`src/rtl/intr_ctrl_if.sv`:
```
// Data-side bus between the CPU and the interrupt controller register window.
interface intr_ctrl_if;
    logic [31:0] address;
    logic [31:0] data;
    logic        MemRead;
    logic        MemWrite;
    logic [31:0] rd_data;
    logic        IntAddress;

    modport master (
        output address, data, MemRead, MemWrite,
        input  rd_data, IntAddress
    );

    modport slave (
        input  address, data, MemRead, MemWrite,
        output rd_data, IntAddress
    );
endinterface

```
`src/rtl/intr_ctrl.sv`:
```
// Interrupt controller: pending/mask/edge registers and a claim/EOI window.
// A small REQ/SERVICE handshake with cp0 is added on top.
module intr_ctrl #(
    parameter int unsigned NSRC = 4,
    parameter logic [31:0] BASE = 32'hFFFF0040
) (
    input  logic            clk,
    input  logic            reset,
    input  logic [NSRC-1:0] irq_in,
    input  logic            IntAck,
    output logic            InterruptOut,
    output logic [2:0]      int_id,
    intr_ctrl_if.slave      bus
);
    typedef enum logic [1:0] {StIdle, StReq, StService} state_e;

    state_e          state_q, state_d;
    logic [NSRC-1:0] pending_q, pending_d;
    logic [NSRC-1:0] mask_q, mask_d;
    logic [NSRC-1:0] edge_q, edge_d;
    logic [NSRC-1:0] irq_prev_q;
    logic [2:0]      int_id_q, int_id_d;

    logic            hit;
    logic            wr_en;
    logic [1:0]      offset;
    logic [NSRC-1:0] set_vec;
    logic [NSRC-1:0] active;
    logic [7:0]      active_ext;
    logic [7:0]      edge_ext;
    logic [7:0]      ack_clr_ext;
    logic [2:0]      win_id;
    logic            ack_clr;
    logic            unused_bits;

    assign hit            = (bus.address[31:4] == BASE[31:4]);
    assign bus.IntAddress = hit;
    assign offset         = bus.address[3:2];
    assign wr_en          = bus.MemWrite && hit;
    // Edge sources need a 0->1 transition; level sources set whenever high.
    assign set_vec        = (edge_q & irq_in & ~irq_prev_q) | (~edge_q & irq_in);
    assign active         = pending_q & mask_q;
    assign active_ext     = 8'(active);
    assign edge_ext       = 8'(edge_q);
    assign ack_clr_ext    = ack_clr ? (8'd1 << int_id_q) : 8'd0;
    assign InterruptOut   = (state_q == StReq);
    assign int_id         = int_id_q;
    assign unused_bits    = ^{bus.address[1:0], bus.data};

    // Lowest-indexed active source wins.
    always_comb begin
        win_id = 3'd0;
        for (int i = int'(NSRC) - 1; i >= 0; i--) begin
            if (active[i]) win_id = 3'(i);
        end
    end

    // Next-state logic for the request/service handshake.
    always_comb begin
        state_d  = state_q;
        int_id_d = int_id_q;
        ack_clr  = 1'b0;
        case (state_q)
            StIdle: begin
                if (active != '0) begin
                    state_d  = StReq;
                    int_id_d = win_id;
                end
            end
            StReq: begin
                if (IntAck) begin
                    state_d = StService;
                    ack_clr = edge_ext[int_id_q];
                end else if (!active_ext[int_id_q]) begin
                    state_d = StIdle;
                end
            end
            StService: begin
                if (wr_en && offset == 2'd3) state_d = StIdle;
            end
            default: state_d = StIdle;
        endcase
    end

    // Register next values; a set condition overrides W1C and ack clears.
    always_comb begin
        pending_d = pending_q;
        mask_d    = mask_q;
        edge_d    = edge_q;
        if (wr_en && offset == 2'd0) pending_d = pending_d & ~bus.data[NSRC-1:0];
        if (wr_en && offset == 2'd1) mask_d = bus.data[NSRC-1:0];
        if (wr_en && offset == 2'd2) edge_d = bus.data[NSRC-1:0];
        pending_d = pending_d & ~ack_clr_ext[NSRC-1:0];
        pending_d = pending_d | set_vec;
    end

    // Combinational register read port.
    always_comb begin
        bus.rd_data = 32'd0;
        if (bus.MemRead && hit) begin
            case (offset)
                2'd0:    bus.rd_data = 32'(pending_q);
                2'd1:    bus.rd_data = 32'(mask_q);
                2'd2:    bus.rd_data = 32'(edge_q);
                default: bus.rd_data = {state_q == StService, 28'd0, int_id_q};
            endcase
        end
    end

    // State and register update with synchronous active-low reset.
    always_ff @(posedge clk) begin
        if (!reset) begin
            state_q    <= StIdle;
            pending_q  <= '0;
            mask_q     <= '0;
            edge_q     <= '0;
            irq_prev_q <= '0;
            int_id_q   <= 3'd0;
        end else begin
            state_q    <= state_d;
            pending_q  <= pending_d;
            mask_q     <= mask_d;
            edge_q     <= edge_d;
            irq_prev_q <= irq_in;
            int_id_q   <= int_id_d;
        end
    end
endmodule

```
`src/flat_wrapper.sv`:
```
// flat-port wrapper written by rule: the top's interface ports become plain ports
module intr_ctrl_flat 
#(
    parameter int unsigned NSRC = 4,
    parameter logic [31:0] BASE = 32'hFFFF0040
)
  (clk, reset, irq_in, IntAck, InterruptOut, int_id, bus_address, bus_data, bus_MemRead, bus_MemWrite, bus_rd_data, bus_IntAddress);
  intr_ctrl_if bus_i ();
  input  logic clk;
  input  logic reset;
  input  logic [NSRC-1:0] irq_in;
  input  logic IntAck;
  output logic InterruptOut;
  output logic [2:0] int_id;
  input wire logic [$bits(bus_i.address)-1:0] bus_address;
  input wire logic [$bits(bus_i.data)-1:0] bus_data;
  input wire logic [$bits(bus_i.MemRead)-1:0] bus_MemRead;
  input wire logic [$bits(bus_i.MemWrite)-1:0] bus_MemWrite;
  output wire logic [$bits(bus_i.rd_data)-1:0] bus_rd_data;
  output wire logic [$bits(bus_i.IntAddress)-1:0] bus_IntAddress;
  assign bus_i.address = bus_address;
  assign bus_i.data = bus_data;
  assign bus_i.MemRead = bus_MemRead;
  assign bus_i.MemWrite = bus_MemWrite;
  assign bus_rd_data = bus_i.rd_data;
  assign bus_IntAddress = bus_i.IntAddress;
  intr_ctrl #(.NSRC(NSRC), .BASE(BASE)) u_core (.clk(clk), .reset(reset), .irq_in(irq_in), .IntAck(IntAck), .InterruptOut(InterruptOut), .int_id(int_id), .bus(bus_i));
endmodule
```
`config.mk`:
```
export PLATFORM = sky130hd
export DESIGN_NAME = intr_ctrl_flat
export DESIGN_NICKNAME = d
export VERILOG_FILES = /design/src/rtl/intr_ctrl_if.sv /design/src/rtl/intr_ctrl.sv /design/src/flat_wrapper.sv
export SDC_FILE = /design/constraint.sdc
export NUM_CORES = 1
export LEC_CHECK = 0
export ABC_AREA = 1
export CORE_UTILIZATION = 38
export DETAILED_ROUTE_END_ITERATION = 16
export PLACE_DENSITY = 0.92
export SYNTH_ARGS = -nofsm -noshare
export SYNTH_HDL_FRONTEND = slang
export SYNTH_SLANG_ARGS = --single-unit
```
`constraint.sdc`:
```
create_clock -name clk -period 2.6 [get_ports clk]
set_input_delay 0.39 -clock clk [delete_from_list [all_inputs] [get_ports clk]]
set_output_delay 0.39 -clock clk [all_outputs]
set_load 0.02 [all_outputs]
```
* Word level (Yosys, flattened, before mapping)
Cells that the tools add are included.
** Storage, ports and cells
- Output and inout port bits :: 37
- RAM bits :: 0
- Latch bits :: 0
- Bits of input ports :: 73
- Bits in registers :: 21
- Memories kept :: 0
- Bits in read-only memories :: 0
- Logic and storage cells :: 59
** Operators by class
- Multiply operators :: 0
- Shift operators :: 1
- $lt $le $gt $ge :: 1
- Multiplexer cells :: 19
- Add/sub/neg operators :: 0
- Bitwise gates (word level) :: 12
- Reduce and logical (&&, ||, !) cells :: 11
- Div/mod/pow operators :: 0
- Eq/ne operators :: 9
** Operators by type and width (number)
- case mux 32 bit (3 select lines) :: 1
- two-way mux 32 bit :: 1
- equality test 28 bit, second input constant :: 1
- bitwise AND 4 bit :: 6
- two-way mux 2 bit :: 8
- NOT 4 bit :: 4
- two-way mux 4 bit :: 2
- OR 4 bit :: 2
- binary-select mux 1 bit (select 3 bit) :: 2
- equality test 2 bit, second input constant :: 3
- logical AND 1 bit :: 6
- case mux 2 bit (3 select lines) :: 1
- equality test 2 x 1 -> 1 bit, second input constant :: 2
- logical NOT 2 bit :: 2
- less-than comparator 3 x 4 -> 1 bit, second input constant :: 1
- two-way mux 1 bit :: 4
- inequality test 2 x 1 -> 1 bit, second input constant :: 2
- nonzero test 4 bit :: 1
- left shift 1 x 3 -> 4 bit, first input constant :: 1
- inequality test 3 bit, second input constant :: 1
- AND reduction 3 bit :: 1
- AND reduction 2 bit :: 1

* Depth between registers and ports, before layout
Gate-level depths: netlist of the first run.
- Word-level depth :: 8
- Mapped depth :: 9
- Gate-level depth less buffers :: 9

* Worst setup path after synthesis of the first run
OpenSTA, ideal clock, no wires.
- Kind :: input port to output port
- Start :: input bus_address[25]
- End :: output bus_rd_data[0]
- Data required time :: 2.210 ns
- Setup slack :: 0.829 ns
- Stages on the path :: 6
- Arrival :: 1.381 ns
- Buffers on the path :: 0
- Cell sequence :: nand2_1 nor2_2 nand4_1 nor2_4 nand2_4 nor2_1
** On the way
- Word-level cells in the longest chain between the ends :: 3
** RTL lines
- start: declaration :: line flat_wrapper.sv:15 : input wire logic [$bits(bus_i.address)-1:0] bus_address;
- equality test 28 bit :: line intr_ctrl.sv:36 : assign hit = (bus.address[31:4] == BASE[31:4]);
- via bus_IntAddress :: line flat_wrapper.sv:20 : output wire logic [$bits(bus_i.IntAddress)-1:0] bus_IntAddress;
- logical AND 1 bit :: line intr_ctrl.sv:100 : if (bus.MemRead && hit) begin
- two-way mux 32 bit :: line intr_ctrl.sv:100
- end: declaration :: line flat_wrapper.sv:19 : output wire logic [$bits(bus_i.rd_data)-1:0] bus_rd_data;
The timed path passes the listed nets, and every way through them passes these cells.

* Worst setup path in the final report of the first run
- Start :: input bus_address[25]
- End :: output bus_rd_data[2]
** On the way
- Word-level cells in the longest chain between the ends :: 3
** RTL lines (line)
- equality test 28 bit :: intr_ctrl.sv:36
- logical AND 1 bit :: intr_ctrl.sv:100
- two-way mux 32 bit :: intr_ctrl.sv:100
Every way passes these cells.

==> out/metrics.yaml, run 1 <==
detailed_routing:
  routed_wl_mm: 3.58
  met1_length_mm: 1.47
  via_per_inst: 4.46
  dr_total_vias: 1589
  initialDrtViolationCount: 45
  wl_met3_um: 330
  drt_pass1_iterations: 4
  drc: 0
  wire_per_inst_um: 10.1
  wl_met2_mm: 1.73
  drtAntennaViolNets: 0
  highest_layer: "met4"
worst_setup_path:
  worstSetupEndpointType: "output pin"
  slowest_stage: "clkdlybuf4s50_1"
  cp_cell_sequence: "clkdlybuf4s50_1, nand2_1, nor2_2, nand4_1, nor2_4, nand2_4, a31oi_2, dlygate4sd2_1"
  critical_path_class: "primary input to output pin"
  cp_data_required_time_ps: 2210
  arrival_ps: 1970
  crit_fanout: 5
  slowest_delay_ps: 460
  worstSetupStartpointType: "primary input"
floorplanning:
  row_count: 22
  die_h_um: 66.1
  io_pins: 110
  core_um2: 3800
  die_w_um: 66.1
  floorplan.initialDensity_pct: 41.0
  dieArea_um2: 4360
clocking:
  htree_num_levels: 1
  tritoncts: "yes"
  insertion_delay_ps: 260
  cts_num_sinks: 20
  clockBufferDepth: 2
  cts_made_buffers: 3
  clkTransAtPathRegs_ps: 70
  cts_hold_buf: 0
  clock-root-buffer: "clkbuf_8"
final_layout:
  area.growth.synth_to_final_pct: 36.4
  layout-drive-gt1-share_pct: 10.4
  fill_cells: 356
  fin_util_pct: 56.0
  num_antenna_cells: 0
  finalNetCount: 382
place:
  globalplace.congestion: 0.963
  port-buffer-count: 51
  hpwl_mm: 2.97
  pre_cts_ws_ps: -42.0
logic_synthesis:
  synth_area_um2: 1560
  synthCells: 250
  yosysSeqAreaShare_pct: 25.7
  syn-mean-instance-area_um2: 6.24
  synth_top_area_share_pct: 25.7
  yosysUniqueCellTypes: 26
  synth_edf_count: 0
  synth_top_cell_by_area: "dfxtp_1"
  async_reset_ff_share_pct: 0
  synth-seq-cells: 20
  ys_warn_count: 0
  synth_common_cells: "nand2_1 (80), inv_1 (35), nor2_1 (29)"
  ys.flop_type: "dfxtp_1"
  yosysMostFrequentCell: "nand2_1"
  synthTopCellsByArea: "dfxtp_1 (26%), nand2_1 (19%), buf_4 (13%)"
global_route:
  overflow: 0
  antenna_found_initial: 0
  grt_pass1_vias: 1490
  grt_use_total_pct: 17.7
  grt_max_degree: 19
  grt_pass1_wl_mm: 5.95
timing:
  min_period_ps: 2360
  max_freq_ghz: 0.424
  maxSlewHeadroom_pct: 57.5
  tightest_slew_ps: 636
  setup_viol: 0
  finalHoldViolations: 0
  skew_ps: 5.33
  rsz0062_at_grt: "no"
  post-route-period-util_pct: 90.7
  drv_slew: 0
  tns_ps: 0
  postLayoutSetupSlackWorst_ps: 242
power_and_ir_drop:
  internal_power_w: 0.000595
  power_switching_w: 0.000190
  ir_drop_mv: 0.293
  switching_share_pct: 24.2
  pwr-share-seq_pct: 41.0
  p_clk_share_pct: 39.1
  power.share.combinational_pct: 19.9
  power_density_nw_per_um2: 369
  power_leakage_nw: 1.08
  totalPowerFinal_w: 0.000785
flow_run:
  drv_cap: 0
worst_hold_path:
  hold_class: "flip-flop to flip-flop"
outcome:
  status: "finished, final reports clean"
## timing repair
action	CTS	global route
buffers inserted	0	0
hold endpoints to repair	0	0
cloned	0	0
resized for setup	3	3
setup endpoints to repair	3	3
pin swaps	0	0
## power by group through the flow
stage | clock, W | sequential (W) | combinational [W]
after floorplan | 0 | 0.000327 | 0.000109
after global placement | 0 | 0.000328 | 0.000153
after detailed placement | 0 | 0.000329 | 0.000155
after CTS | 0.000317 | 0.000321 | 0.000156
after global routing | 0.000332 | 0.000322 | 0.000172
final | 0.000307 | 0.000322 | 0.000156
## critical path: cells and delay by family
kind / cells / cell delay [ps]
and+or+nand+nor: 5 / 580
buffers and inverters: 2 / 820
AOI/OAI and AO/OA: 1 / 170
## metrics by stage
stage	hold WS [ps]	instances	instance area [um^2]
2_1_floorplan	443	277	1660
3_3_place_gp	451	352	2050
3_5_place_dp	457	352	2050
4_1_cts	477	356	2120
5_1_grt	508	356	2130
6_report	476	356	2130
## sequential cells by signal, summed over array words and instances (netlist names)
register           flops
u_core.edge_q          4
u_core.int_id          2
u_core.irq_prev_q      4
u_core.mask_q          4
u_core.pending_q       4
u_core.state_q         2
## layout make-up
class,instances,area (um^2),area share (%)
Multi-Input combinational cell,189,890,41.8
Timing Repair Buffer,58,567,26.6
Sequential cell,20,400,18.8
Inverter,37,139,6.53
Tap cell,48,60.1,2.82
Clock buffer,3,41.3,1.94
Clock inverter,1,30.0,1.41
## kinds of logic after synthesis
logic type	share of synthesized area, %
compound gates	8.27
buf+inv	23.8
simple gates	42.1
other cells	0.241
flops	25.7
## cells in the final DEF, fill, tap and decap left out
master,netlist,layout
clkbuf_8,0,3
o21ai_1,1,1
clkinv_1,1,1
conb_1,1,28
dlymetal6s2s_1,0,3
dfxtp_1,20,20
nand2_1,80,80
nand2_2,3,3
a221oi_1,1,1
o21ai_0,4,4
nand4_4,2,2
o2111ai_1,1,1
a21oi_1,5,5
nor2_1,29,29
nand2_4,1,1
o21bai_1,3,3
nor2_4,3,3
bufinv_16,0,1
o22ai_1,1,1
dlygate4sd2_1,0,3
inv_1,35,35
a31oi_2,2,2
nor2_2,9,9
clkdlybuf4s50_1,0,45
inv_2,1,1
nand3_1,8,8
nand4_1,7,7
buf_4,28,7
a211oi_1,1,1
## metal layers
| layer | up-vias | global-route usage, % |
|---|---|---|
| met2 | 84 | 33.9 |
| met3 | 5 | 2.76 |
| li1 | 827 | - |
| met5 | - | 0 |
| met1 | 673 | 18.7 |
| met4 | 0 | 7.71 |
## worst paths after layout
kind,startpoint,end,slack (ps),depth (start not counted)
worst max register to register,u_core.int_id[0]$_SDFFE_PN0P_,u_core.pending_q[2]$_SDFF_PN0_,1320,7
worst max-delay path,bus_address[25],bus_rd_data[2],240,8
worst min-delay path,u_core.irq_prev_q[2]$_SDFF_PN0_,u_core.pending_q[2]$_SDFF_PN0_,480,3
worst min register to register,u_core.irq_prev_q[2]$_SDFF_PN0_,u_core.pending_q[2]$_SDFF_PN0_,480,3
Power figures use the tool's default switching activity.
==> run 2, diff against run 1 <==
- CTS_BUF_LIST: not set -> sky130_fd_sc_hd__clkbuf_8 sky130_fd_sc_hd__clkbuf_16
==> results of run 2 <==
Final layout, timing and power as in run 1 (identical DEF).
